[config.mk]
export PLATFORM = sky130hd
export DESIGN_NAME = pipe_skid_stage_flat
export DESIGN_NICKNAME = d
export VERILOG_FILES = /design/src/rtl/pipe_skid_stage_if.sv /design/src/rtl/pipe_skid_stage.sv /design/src/flat_wrapper.sv
export SDC_FILE = /design/constraint.sdc
export NUM_CORES = 1
export LEC_CHECK = 0
export ABC_AREA = 1
export BUFFER_PORTS_ARGS = -buffer_cell sky130_fd_sc_hd__clkbuf_2
export CAP_MARGIN = 25
export CORE_MARGIN = 5
export CORE_UTILIZATION = 57
export CTS_CLUSTER_SIZE = 28
export DETAILED_ROUTE_END_ITERATION = 8
export PLACE_DENSITY_LB_ADDON = 0.05
export SKIP_LAST_GASP = 1
export SYNTH_ARGS = -nofsm -noshare
export SYNTH_HDL_FRONTEND = slang
export SYNTH_SLANG_ARGS = --single-unit
export TNS_END_PERCENT = 30
[constraint.sdc]
create_clock -name clk -period 1.6 [get_ports clk]
set_clock_uncertainty 0.1 [all_clocks]
set_input_delay 0.16 -clock clk [delete_from_list [all_inputs] [get_ports clk]]
set_output_delay 0.16 -clock clk [all_outputs]
set_load 0.02 [all_outputs]
[src/rtl/pipe_skid_stage_if.sv]
// Valid/ready/data bundle for one side of a pipeline stage.
// The master drives valid and data; the slave drives ready.
interface pipe_skid_stage_if #(
    parameter int DATA_W = 64
);
    logic              valid;
    logic              ready;
    logic [DATA_W-1:0] data;

    modport master (
        output valid,
        output data,
        input  ready
    );

    modport slave (
        input  valid,
        input  data,
        output ready
    );
endinterface

[src/rtl/pipe_skid_stage.sv]
// Generic pipeline stage register with a 2-entry skid buffer, flush and
// bubble insertion. up_ready, down_valid and occupancy are all registered,
// so no combinational ready path crosses the stage.
//
// Optional performance counters (stall_cnt, flush_cnt) are built only when
// the macro PIPE_SKID_PERF_EN is defined.
//
// state | meaning
// ------+-----------------------------------------------------------
// EMPTY | no beat held; down_data = BUBBLE_VAL, up_ready = 1
// ONE   | main_q holds the oldest beat; skid_q idle
// FULL  | main_q holds the oldest beat, skid_q the next one; up_ready = 0
module pipe_skid_stage #(
    parameter int                DATA_W     = 64,
    parameter logic [DATA_W-1:0] BUBBLE_VAL = {DATA_W{1'b0}}
) (
    input  logic                 clk,
    input  logic                 rst_n,
    input  logic                 flush,
    pipe_skid_stage_if.slave     up,
    pipe_skid_stage_if.master    down,
    output logic [1:0]           occupancy
`ifdef PIPE_SKID_PERF_EN
   ,output logic [31:0]          stall_cnt
   ,output logic [31:0]          flush_cnt
`endif
);

    typedef enum logic [1:0] {
        ST_EMPTY = 2'd0,
        ST_ONE   = 2'd1,
        ST_FULL  = 2'd2
    } state_e;

    state_e            state_q, state_d;
    logic [DATA_W-1:0] main_q, main_d;
    logic [DATA_W-1:0] skid_q, skid_d;
    logic              up_ready_q, up_ready_d;
    logic              down_valid_q, down_valid_d;
    logic [1:0]        occupancy_q, occupancy_d;

    logic up_fire;
    logic down_fire;

    assign up_fire   = up.valid & up_ready_q;
    assign down_fire = down_valid_q & down.ready;

    assign up.ready   = up_ready_q;
    assign down.valid = down_valid_q;
    assign down.data  = main_q;
    assign occupancy  = occupancy_q;

    // Next-state, storage and registered-output decode for the skid FSM.
    always_comb begin
        state_d      = state_q;
        main_d       = main_q;
        skid_d       = skid_q;

        if (flush) begin
            // A beat accepted this cycle is dropped along with held ones.
            state_d = ST_EMPTY;
            main_d  = BUBBLE_VAL;
            skid_d  = BUBBLE_VAL;
        end else begin
            unique case (state_q)
                ST_EMPTY: begin
                    if (up_fire) begin
                        main_d  = up.data;
                        state_d = ST_ONE;
                    end
                end
                ST_ONE: begin
                    if (up_fire && down_fire) begin
                        main_d  = up.data;
                    end else if (up_fire) begin
                        skid_d  = up.data;
                        state_d = ST_FULL;
                    end else if (down_fire) begin
                        main_d  = BUBBLE_VAL;
                        state_d = ST_EMPTY;
                    end
                end
                ST_FULL: begin
                    if (down_fire) begin
                        main_d  = skid_q;
                        skid_d  = BUBBLE_VAL;
                        state_d = ST_ONE;
                    end
                end
                default: begin
                    state_d = ST_EMPTY;
                    main_d  = BUBBLE_VAL;
                    skid_d  = BUBBLE_VAL;
                end
            endcase
        end

        // Outputs are decoded from the next state so they come straight
        // out of flops in the following cycle.
        up_ready_d   = (state_d != ST_FULL);
        down_valid_d = (state_d != ST_EMPTY);
        unique case (state_d)
            ST_ONE:  occupancy_d = 2'd1;
            ST_FULL: occupancy_d = 2'd2;
            default: occupancy_d = 2'd0;
        endcase
    end

    // State, storage and registered handshake outputs; reset wins over all.
    always_ff @(posedge clk) begin
        if (!rst_n) begin
            state_q      <= ST_EMPTY;
            main_q       <= BUBBLE_VAL;
            skid_q       <= BUBBLE_VAL;
            up_ready_q   <= 1'b1;
            down_valid_q <= 1'b0;
            occupancy_q  <= 2'd0;
        end else begin
            state_q      <= state_d;
            main_q       <= main_d;
            skid_q       <= skid_d;
            up_ready_q   <= up_ready_d;
            down_valid_q <= down_valid_d;
            occupancy_q  <= occupancy_d;
        end
    end

`ifdef PIPE_SKID_PERF_EN
    logic [31:0] stall_cnt_q, stall_cnt_d;
    logic [31:0] flush_cnt_q, flush_cnt_d;

    // Counter increments; both wrap naturally at 2^32.
    always_comb begin
        stall_cnt_d = stall_cnt_q;
        flush_cnt_d = flush_cnt_q;
        if (down_valid_q && !down.ready) begin
            stall_cnt_d = stall_cnt_q + 32'd1;
        end
        if (flush) begin
            flush_cnt_d = flush_cnt_q + 32'd1;
        end
    end

    // Performance counter registers.
    always_ff @(posedge clk) begin
        if (!rst_n) begin
            stall_cnt_q <= '0;
            flush_cnt_q <= '0;
        end else begin
            stall_cnt_q <= stall_cnt_d;
            flush_cnt_q <= flush_cnt_d;
        end
    end

    assign stall_cnt = stall_cnt_q;
    assign flush_cnt = flush_cnt_q;
`endif

endmodule

[src/flat_wrapper.sv]
// flat-port wrapper written by rule: the top's interface ports become plain ports
module pipe_skid_stage_flat 
#(
    parameter int                DATA_W     = 64,
    parameter logic [DATA_W-1:0] BUBBLE_VAL = {DATA_W{1'b0}}
)
  (clk, rst_n, flush, occupancy, up_valid, up_data, up_ready, down_valid, down_data, down_ready);
  pipe_skid_stage_if #(.DATA_W(DATA_W)) up_i ();
  pipe_skid_stage_if #(.DATA_W(DATA_W)) down_i ();
  input  logic clk;
  input  logic rst_n;
  input  logic flush;
  output logic [1:0] occupancy;
  input wire logic [$bits(up_i.valid)-1:0] up_valid;
  input wire logic [$bits(up_i.data)-1:0] up_data;
  output wire logic [$bits(up_i.ready)-1:0] up_ready;
  output wire logic [$bits(down_i.valid)-1:0] down_valid;
  output wire logic [$bits(down_i.data)-1:0] down_data;
  input wire logic [$bits(down_i.ready)-1:0] down_ready;
  assign up_i.valid = up_valid;
  assign up_i.data = up_data;
  assign up_ready = up_i.ready;
  assign down_valid = down_i.valid;
  assign down_data = down_i.data;
  assign down_i.ready = down_ready;
  pipe_skid_stage #(.DATA_W(DATA_W), .BUBBLE_VAL(BUBBLE_VAL)) u_core (.clk(clk), .rst_n(rst_n), .flush(flush), .up(up_i), .down(down_i), .occupancy(occupancy));
endmodule
==> key figures, run 1 <==
Worst hold path
  • Min-delay src: up_data[59]
  • Hold Path Class: input pin to register
  • Endpoint, Worst Hold: u_core.skid_q[59]$_SDFFE_PP0P_
  • Hold-critical path depth: 5

Pwr
  • Max VDD drop: 0.723 mV
  • Pwr Total: 9.14 mW
  • Power Density: 977 mW/mm²
  • Static Leakage: 5.09 nW

Floorplanning
  • DIE HEIGHT: 127 µm
  • I/O pins: 137
  • DIE WIDTH: 127 µm
  • Initial Util: 58.3%
  • Core area: 0.0133 mm²
  • Cell Rows: 42
  • Full die area: 0.0160 mm²

Finish
  • Fraction of layout cells with a size suffix above 1: 14.2%
  • Filler cells: 1215
  • Area of the multi-input gates: 0.00388 mm²
  • # nets final: 1524
  • Number of antenna diodes: 0
  • FF+latch area: 0.00269 mm²
  • Area growth, synth to finish: 20.8%

Synthesis
  • Post-synthesis compound-gate area fraction: 3.55%
  • Post-synthesis xor/xnor area fraction: 0.113%
  • Post-Synth Adder-Cell Area: 0%
  • Register bit total from synthesis: 134
  • Gate Count Post-Synth: 1352
  • Multiplexer area fraction after synthesis: 0%
  • Synth warn: 0
  • Simple-gate share of the synthesized area: 45.8%
  • Post-Syn Area: 0.00774 mm²
  • Main combinational cell family by area after synthesis: simple AND/OR/NAND/NOR gates
  • Mapped Nets: 1421
  • Cell variety after synth: 16
  • Synth Area per Inst: 5.73 µm²
  • Post-synthesis sequential area ratio: 34.6%

Critical path
  • Reg2reg end: u_core.down.data[21]$_SDFFE_PP0P_
  • Worst reg2reg path startpoint: u_core.state_q[1]$_SDFF_PN0_
  • R2R depth: 8
  • CP Class: register to register
  • Critical path's slowest cell: dfxtp_4
  • CP endpoint kind: register
  • Req. time, crit path: 1.82 ns
  • Slowest Stage Delay on Critical Path: 0.39 ns
  • Crit path DAT: 1.71 ns
  • Worst-path cell chain: inv_2, nand2_1, nand3_2, nand2_8, clkbuf_16, nand2_1, nand2_1, nor2_1
  • CP top delay family: simple AND/OR/NAND/NOR gates
  • R2r setup slk: 0.10 ns
  • CP most frequent cell: nand2_1
  • Crit start category: register
  • Worst Path Max Fanout: 21
  • Worst path buffer plus inverter count: 2

STA
  • Endpoints failing hold: 0
  • Final setup violation count: 0
  • Least-Margin Pin Slew: 0.392 ns
  • RSZ-0062 raised after global routing: true
  • Final critical-path required period: 1.50 ns
  • Max Clock Freq: 668 MHz
  • Max Slew Vio Count: 0
  • Final period util: 93.6%
  • Post-route setup slack: 0.103 ns
  • Max_slew headroom: 73.8%

Routing
  • Detailed Routing Iterations Pass 1: 6
  • Mean routed wirelength per cell: 12.3 µm
  • Final wirelength: 20300 µm
  • Post-route ant nets: 0
  • Vias per cell: 4.83
  • DR iter-0 viols: 645
  • DRC: 0
  • DR vias: 7933

GRT
  • Global-route wire length before repair: 32800 µm
  • Initial antenna violation count: 2
  • Largest net degree at the start of global routing: 60
  • Total track usage: 24.6%
  • Vias in the first global route: 7044
  • Global route overflow: 0

Placement
  • DP Wirelength: 12300 µm
  • Place WS: 0.0746 ns
  • I/O Buffers: 136
  • Routability cong.: 0.787

Run status
  • Status: complete, no violations

Clocking
  • Clock Latency Late Sink: 0.42 ns
  • CTS tree: done
  • CTS root buffer: clkbuf_16
  • Total CTS buffers: 17
  • CTS Hold Buffers Added: 0
  • Maximum clock path buffer count: 2
  • Clk slew on worst S/H paths: 0.06 ns
  • Clock Sinks: 134
  • CTS H-tree lvls: 4

Job
  • Max_cap viols: 0
==> how the worst max path moves through the flow <==
stage	from	to	slack (ns)	cells after the start
3_5_place_dp	u_core.state_q[0]$_SDFF_PN0_	u_core.down.data[11]$_SDFFE_PP0P_	0.07	8
6_report	u_core.state_q[1]$_SDFF_PN0_	u_core.down.data[21]$_SDFFE_PP0P_	0.10	8
3_3_place_gp	u_core.state_q[0]$_SDFF_PN0_	u_core.down.data[21]$_SDFFE_PP0P_	0.12	8
2_1_floorplan	u_core.up.ready$_SDFF_PN1_	u_core.skid_q[28]$_SDFFE_PP0P_	0.08	8
4_1_cts	u_core.state_q[0]$_SDFF_PN0_	u_core.down.data[11]$_SDFFE_PP0P_	0.06	8
5_1_grt	u_core.up.ready$_SDFF_PN1_	u_core.skid_q[37]$_SDFFE_PP0P_	-0.02	8
==> per-layer routing <==
layer	up-vias	global-route usage, %	share of wire (%)
met5	-	0	0.16
met4	4	7.07	1.4
met3	23	5.59	5.9
met2	197	42.4	48
met1	3531	30.7	44
li1	4178	-	-
==> state kept, by name (all words and copies together) (netlist names) <==
name / cells
u_core.down.valid: 1
u_core.skid_q: 64
u_core.state_q: 2
u_core.up.ready: 1
u_core.occupancy: 2
u_core.down.data: 64
==> layout by cell type, fill, tap and decap left out, types with 2 or more instances in the layout <==
| master | instances |
|---|---|
| clkbuf_8 | 5 |
| clkbuf_2 | 136 |
| clkbuf_1 | 6 |
| nand3_1 | 65 |
| a21oi_1 | 54 |
| clkbuf_16 | 20 |
| dfxtp_1 | 132 |
| nand2_1 | 470 |
| buf_12 | 19 |
| buf_4 | 11 |
| nor2_4 | 2 |
| nand2_4 | 2 |
| nand2_2 | 4 |
| clkinv_2 | 2 |
| nand3b_1 | 54 |
| inv_2 | 2 |
| inv_1 | 209 |
| nor2_1 | 266 |
==> Yosys cell counts <==
| cell type | instances | area [µm²] |
|---|---|---|
| nand2_1 | 473 | 1780 |
| nor2_1 | 267 | 1000 |
| inv_1 | 211 | 792 |
| dfxtp_1 | 134 | 2680 |
| nand3_1 | 66 | 330 |
| a21oi_1 | 54 | 270 |
| nand3b_1 | 54 | 405 |
| buf_2 | 42 | 210 |
| buf_4 | 17 | 128 |
| clkbuf_1 | 14 | 52.6 |
| buf_1 | 13 | 48.8 |
| nand2_2 | 3 | 18.8 |
| inv_2 | 1 | 3.75 |
| nor2_4 | 1 | 11.3 |
| o21ai_0 | 1 | 5.00 |
| xnor2_1 | 1 | 8.76 |
==> metrics by stage <==
step	std cells	setup TNS [ns]	hold WS, ns	cell area (µm²)	utilization [%]
after floorplan	1352	0	0.311	7740	-
after global placement	1608	0	0.360	8700	65.4
after detailed placement	1608	0	0.368	8700	65.4
after CTS	1639	0	0.00269	9260	69.6
after global routing	1643	-0.116	0.0252	9360	70.4
final	1643	0	0.0128	9360	70.4
==> what timing repair did <==
| action | in CTS | in global routing |
|---|---|---|
| resized for setup | 0 | 5 |
| buffers inserted | 0 | 0 |
| setup endpoints to repair | 0 | 14 |
==> cell type report <==
cell class                      instances  share of cell area (%)
Clock buffer                           28                    5.52
Clock inverter                          3                   0.428
Inverter                              212                    8.53
Multi-Input combinational cell        921                    41.4
Sequential cell                       134                    28.7
Tap cell                              176                    2.35
Timing Repair Buffer                  169                    13.0
==> power breakdown <==
| part | internal (mW) | leakage (nW) | switching (mW) |
|---|---|---|---|
| logic | 0.683 | 3.72 | 1.17 |
| registers | 3.49 | 1.09 | 0.0798 |
| clock network | 2.33 | 0.274 | 1.40 |
| total | 6.50 | 5.09 | 2.64 |
==> worst reg2reg max path, cell delays in order (launching register included) <==
cell       delay [ns]
dfxtp_4          0.39
inv_2            0.07
nand2_1          0.10
nand3_2          0.16
nand2_8          0.20
clkbuf_16        0.22
nand2_1          0.06
nand2_1          0.05
nor2_1           0.04
==> kinds of logic (layout without fill, tap and decap cells) <==
logic type | count (synthesis) | after routing
DFF | 134 | 134
and+or+nand+nor | 864 | 865
xor gates and xnor gates | 1 | 1
AOI/OAI and AO/OA | 55 | 55
buffers and inverters | 298 | 412
Power figures use the tool's default switching activity.
==> run 2: changes to the inputs <==
--- a/config.mk
+++ b/config.mk
@@ -5,11 +5,10 @@
 export SDC_FILE = /design/constraint.sdc
 export NUM_CORES = 1
 export LEC_CHECK = 0
-export ABC_AREA = 1
 export BUFFER_PORTS_ARGS = -buffer_cell sky130_fd_sc_hd__clkbuf_2
 export CAP_MARGIN = 25
 export CORE_MARGIN = 5
-export CORE_UTILIZATION = 57
+export CORE_UTILIZATION = 53
 export CTS_CLUSTER_SIZE = 28
 export DETAILED_ROUTE_END_ITERATION = 8
 export PLACE_DENSITY_LB_ADDON = 0.05
==> run 2 against run 1 <==
The run now ends with negative setup slack left. Clock-buffer cell count is 7 lower. Core utilization rose by 6.8 points. Critical path depth is 1 lower. Worst hold slack improved by 0.058 ns. Synthesized cell count is 51% lower. Sequential power shrank 2%. Sequential share of layout area up 3.8 points. Via count fell by 30%. Die area fell by 19%. Power shrank 3.0%. Register-to-register slack got worse by 0.15 ns. Critical endpoint is now u_core.down.data[43]$_SDFFE_PP0P_.
==> key figures, run 2 <==
Run status
  • Status: finished with violations
  • Failing checks: negative setup slack

GRT
  • Vias in the first global route: 5514
  • Total track usage: 25.8%
  • Global-route wire length before repair: 27000 µm
  • Largest net degree at the start of global routing: 65
  • Initial antenna violation count: 0
  • Global route overflow: 0

Floorplanning
  • Cell Rows: 38
  • Core area: 0.0107 mm²
  • I/O pins: 137
  • DIE HEIGHT: 114 µm
  • DIE WIDTH: 114 µm
  • Initial Util: 53.6%
  • Full die area: 0.0130 mm²

Synthesis
  • Most frequent cell after synthesis: dfxtp_1
  • Gate Count Post-Synth: 667
  • Post-Syn Area: 0.00573 mm²
  • EDFF count, synth: 0
  • Post-synth top flop: dfxtp_1
  • Cell variety after synth: 30
  • Synth cell count leaders: 134 x dfxtp_1, 131 x nand2_1, 65 x mux2i_1
  • Synth warn: 0
  • Mapped Nets: 736
  • Post-synth top area share: 46.8%
  • Multiplexer area fraction after synthesis: 11.9%
  • Post-synthesis xor/xnor area fraction: 0%
  • Synth Area per Inst: 8.59 µm²
  • Post-Synth Adder-Cell Area: 0%
  • Main combinational cell family by area after synthesis: simple AND/OR/NAND/NOR gates
  • Cell taking the most area after synthesis: dfxtp_1
  • Post-synthesis compound-gate area fraction: 12.2%
  • Post-synthesis sequential area ratio: 46.8%
  • Largest cells by area after synthesis: dfxtp_1 47%, mux2i_1 11%, nand2_1 8.6%
  • Simple-gate share of the synthesized area: 22.7%
  • Async set-reset flop share out of synthesis: 0%
  • Register bit total from synthesis: 134

STA
  • Max_slew headroom: 75.4%
  • Max Clock Freq: 606 MHz
  • Least-Margin Pin Slew: 0.368 ns
  • Endpoints failing hold: 0
  • Final period util: 103%
  • RSZ-0062 raised after global routing: true
  • Max Slew Vio Count: 0
  • Post-route setup slack: -0.0497 ns
  • Final critical-path required period: 1.65 ns
  • Final setup violation count: 47
  • Worst hold slack: 0.0709 ns

Worst hold path
  • Hold Path Class: input pin to register
  • Hold-critical path depth: 3

Finish
  • Commonest non-fill, non-tap cells in the layout: 136 x clkbuf_2, 131 x dfxtp_1, 130 x nand2_1, 65 x mux2i_1, 65 x dlygate4sd3_1
  • Commonest non-fill, non-tap cell in the layout: clkbuf_2
  • Finished Core Util: 77.2%
  • # nets final: 936
  • Fraction of layout cells with a size suffix above 1: 31.9%
  • Area growth, synth to finish: 44.1%
  • Design area: 0.00826 mm²

Pwr
  • Sw Pwr: 2.27 mW
  • Static Leakage: 3.26 nW
  • Comb power frac: 15.3%
  • Power Density: 1070 mW/mm²
  • Max VDD drop: 0.874 mV
  • Clock power frac: 45.1%
  • Sw frac: 25.6%
  • Flop pwr share: 39.6%
  • Pwr Total: 8.87 mW
  • Int Pwr: 6.60 mW

Routing
  • DR vias: 5573
  • DRC: 0
  • Final wirelength: 17500 µm
  • Vias per cell: 5.46
  • Mean routed wirelength per cell: 17.2 µm
  • Post-route ant nets: 0
  • Detailed Routing Iterations Pass 1: 5
  • DR iter-0 viols: 400

Critical path
  • Worst reg2reg path startpoint: u_core.state_q[1]$_SDFF_PN0_
  • Worst Setup SP: u_core.state_q[1]$_SDFF_PN0_
  • Reg2reg end: u_core.down.data[43]$_SDFFE_PP0P_
  • Worst Path Max Fanout: 6
  • Crit start category: register
  • R2r setup slk: -0.05 ns
  • Worst setup path end: u_core.down.data[43]$_SDFFE_PP0P_
  • CP endpoint kind: register
  • Crit path DAT: 1.97 ns
  • R2R depth: 7
  • Req. time, crit path: 1.92 ns
  • CP Class: register to register

Clocking
  • CTS tree: done
  • CTS H-tree lvls: 4
  • CTS root buffer: clkbuf_8
  • Clock Latency Late Sink: 0.52 ns
  • Clk slew on worst S/H paths: 0.06 ns
  • Clock Sinks: 134
  • Maximum clock path buffer count: 2
  • Total CTS buffers: 17

Job
  • Max_cap viols: 0

Placement
  • DP Wirelength: 9400 µm
  • Place WS: -0.0246 ns
  • I/O Buffers: 136
  • Routability cong.: 0.790
  • Placed inst area: 0.00662 mm²
==> run 2: stage by stage <==
step                TNS [ns]  instances
floorplan                  0        667
global placement           0        909
detailed placement   -0.0916        909
CTS                   -0.472       1011
global route           -5.51       1020
finish                 -1.12       1021
==> run 2: repair_timing <==
item | CTS | global route
setup endpoints to repair | 8 | 94
gates resized for setup | 8 | 20
gates cloned | 2 | 8
hold endpoints to repair | 129 | 0
hold buffers | 65 | 0
buffers inserted | 3 | 1
pin swaps | 2 | 36
==> run 2: cells by family (layout without fill, tap and decap cells) <==
kind of cell	Yosys count	in the layout
and+or+nand+nor	275	275
AOI/OAI and AO/OA	134	134
DFF	134	134
muxes	67	67
buffers and inverters	57	270
other	0	1
==> run 2: per-layer routing <==
layer | vias up | GRT usage (%) | routed length, µm
li1 | 2656 | - | -
met3 | 35 | 5.68 | 1240
met1 | 2651 | 31.9 | 6970
met2 | 231 | 43.9 | 8900
met5 | - | 0 | 0
met4 | 0 | 9.58 | 416
==> run 2: worst min-delay path by stage <==
stage,startpoint,end,slack [ns]
global placement,up_data[52],u_core.skid_q[52]$_SDFFE_PP0P_,0.30
floorplan,up_data[0],u_core.skid_q[0]$_SDFFE_PP0P_,0.20
CTS,down_ready,u_core.state_q[0]$_SDFF_PN0_,0.03
finish,flush,u_core.down.valid$_SDFF_PN0_,0.07
detailed placement,up_data[50],u_core.skid_q[50]$_SDFFE_PP0P_,0.31
global route,down_ready,u_core.state_q[0]$_SDFF_PN0_,0.08
==> run 2: area by class of cell <==
class | instances | area, µm²
diodes | 1 | 2.50
repair buffers | 236 | 1950
well taps | 140 | 175
fillers | 760 | 2440
clock buffers | 21 | 469
clock inverters | 11 | 148
multi-input cells | 476 | 2820
flip-flops and latches | 134 | 2690
inverters | 2 | 7.51
==> run 2: worst max-delay path, cell delays in order, from the launching register on <==
cell,delay [ns]
dfxtp_2,0.35
and3b_2,0.25
buf_12,0.13
mux2i_4,0.18
buf_6,0.17
clkbuf_16,0.16
a21oi_1,0.04
nor3_1,0.18
==> run 2: power groups by stage <==
stage | registers, mW | clock network (mW) | logic [mW]
after floorplan | 3.69 | 0 | 0.574
after global placement | 3.58 | 0 | 0.996
after detailed placement | 3.58 | 0 | 1.01
after CTS | 3.51 | 4.04 | 1.21
after global routing | 3.53 | 4.22 | 1.44
final | 3.51 | 4.00 | 1.35
==> run 3: changes to the inputs <==
--- a/config.mk
+++ b/config.mk
@@ -5,12 +5,12 @@
 export SDC_FILE = /design/constraint.sdc
 export NUM_CORES = 1
 export LEC_CHECK = 0
-export BUFFER_PORTS_ARGS = -buffer_cell sky130_fd_sc_hd__clkbuf_2
 export CAP_MARGIN = 25
 export CORE_MARGIN = 5
-export CORE_UTILIZATION = 53
+export CORE_UTILIZATION = 35
 export CTS_CLUSTER_SIZE = 28
 export DETAILED_ROUTE_END_ITERATION = 8
+export DONT_BUFFER_PORTS = 1
 export PLACE_DENSITY_LB_ADDON = 0.05
 export SKIP_LAST_GASP = 1
 export SYNTH_ARGS = -nofsm -noshare
==> run 3 against run 2 <==
The flow still finishes with violations (negative setup slack). First-iteration DRC count down 41%. Via count down 11%. Clock-buffer cell count up 3. Maximum frequency up 0.96%. Critical path type unchanged.
==> key figures, run 3 (synthesis results as in run 2) <==
Worst hold path
  • Hold Path Class: input pin to register

STA
  • Max_slew headroom: 74.7%
  • RSZ-0062 raised after global routing: true
  • Max Clock Freq: 612 MHz
  • Final setup violation count: 36
  • Endpoints failing hold: 0
  • Final critical-path required period: 1.63 ns
  • Max Slew Vio Count: 0
  • Final period util: 102%
  • Post-route setup slack: -0.0341 ns
  • Least-Margin Pin Slew: 0.379 ns

Critical path
  • CP Class: register to register
  • Crit path DAT: 1.84 ns
  • Crit start category: register
  • R2r setup slk: -0.03 ns
  • Req. time, crit path: 1.80 ns
  • CP endpoint kind: register
  • Worst Path Max Fanout: 9

Pwr
  • Max VDD drop: 0.701 mV
  • Power Density: 1100 mW/mm²
  • Pwr Total: 8.52 mW
  • Static Leakage: 2.73 nW

Floorplanning
  • Full die area: 0.0190 mm²
  • Initial Util: 35.8%
  • Core area: 0.0160 mm²
  • DIE WIDTH: 138 µm
  • Cell Rows: 46
  • I/O pins: 137
  • DIE HEIGHT: 138 µm

Clocking
  • Clk slew on worst S/H paths: 0.06 ns
  • CTS tree: done
  • Clock Latency Late Sink: 0.41 ns
  • CTS H-tree lvls: 4
  • Total CTS buffers: 17
  • Clock Sinks: 134
  • Maximum clock path buffer count: 2
  • CTS root buffer: clkbuf_16

Placement
  • DP Wirelength: 9950 µm
  • Placed inst area: 0.00611 mm²
  • Place WS: -0.0442 ns
  • Routability cong.: 0.730
  • I/O Buffers: 0

GRT
  • Global-route wire length before repair: 26800 µm
  • Largest net degree at the start of global routing: 65
  • Initial antenna violation count: 0
  • Global route overflow: 0
  • Total track usage: 18.2%
  • Vias in the first global route: 4949

Routing
  • Final wirelength: 18400 µm
  • Post-route ant nets: 0
  • Detailed Routing Iterations Pass 1: 4
  • DRC: 0
  • Vias per cell: 5.10
  • Mean routed wirelength per cell: 19.0 µm
  • DR iter-0 viols: 238
  • DR vias: 4950

Finish
  • Number of antenna diodes: 0
  • Area of the multi-input gates: 0.00287 mm²
  • # nets final: 811
  • Area growth, synth to finish: 35.6%
  • FF+latch area: 0.00269 mm²
  • Fraction of layout cells with a size suffix above 1: 20.5%
  • Commonest non-fill, non-tap cells in the layout: 131 x dfxtp_1, 130 x nand2_1, 65 x mux2i_1, 65 x dlygate4sd3_1, 62 x a21oi_1
  • Commonest non-fill, non-tap cell in the layout: dfxtp_1
  • Design area: 0.00777 mm²
  • Filler cells: 1540

Run status
  • Status: finished with violations
  • Failing checks: negative setup slack

Job
  • Max_cap viols: 0
[run 3: cell count changes in the layout (fill, tap and decap cells not counted), sizes merged]
cell and change:
o32a +1, clkinvlp -1, clkbuf -131, diode -1, buf +8, bufinv -2
[run 3: layer usage]
metal / wire length [µm] / vias to the layer above / share of wire (%) / global-route usage (%)
li1: - / 2414 / - / -
met1: 8040 / 2394 / 44 / 21.8
met2: 9000 / 129 / 49 / 31.4
met3: 1210 / 13 / 6.6 / 5.70
met4: 170 / 0 / 0.92 / 5.10
met5: 0 / - / 0 / 0
[run 3: path summary, 6_finish.rpt]
check                                 start                                 to  cells past startpoint
max reg2reg    u_core.state_q[1]$_SDFF_PN0_  u_core.down.data[40]$_SDFFE_PP0P_                      5
min reg2reg  u_core.skid_q[17]$_SDFFE_PP0P_     u_core.skid_q[17]$_SDFFE_PP0P_                      2
max            u_core.state_q[1]$_SDFF_PN0_  u_core.down.data[40]$_SDFFE_PP0P_                      5
min                                   flush     u_core.skid_q[19]$_SDFFE_PP0P_                      4
[run 3: power by group]
group          switching (mW)  internal, mW  total [mW]  leakage, nW
sequential              0.207          3.44        3.65         1.09
combinational           0.594         0.545        1.14         1.37
clock                    1.44          2.29        3.73        0.272
total                    2.24          6.28        8.52         2.73
[run 3: area by class of cell]
class / count / area share, %
Clock buffer: 24 / 6.33
Clock inverter: 8 / 0.934
Inverter: 2 / 0.0966
Multi-Input combinational cell: 477 / 36.9
Sequential cell: 134 / 34.6
Tap cell: 216 / 3.48
Timing Repair Buffer: 110 / 17.7
[run 3: critical path: stages, from the launching register on]
cell       delay, ns
dfxtp_2         0.34
and3b_2         0.28
o32a_4          0.43
clkbuf_16       0.21
nor2_1          0.11
nor3_1          0.05
[run 3: through the flow]
stage	instances	TNS [ns]	util, %	hold slack, ns
3_5_place_dp	857	-0.0580	38.2	0.212
5_1_grt	971	-3.25	48.6	0.0613
6_report	971	-0.375	48.6	0.0433
4_1_cts	961	-0.0139	46.7	0.0384
3_3_place_gp	857	0	38.2	0.207
2_1_floorplan	667	0	-	0.202
[run 3: timing repair]
item / CTS / global route
gates resized for setup: 8 / 28
cloned: 3 / 11
buffers inserted: 4 / 0
hold buffers: 65 / 0
pin swaps: 1 / 19
endpoints found under the hold margin: 130 / 0
endpoints found under the setup margin: 17 / 74
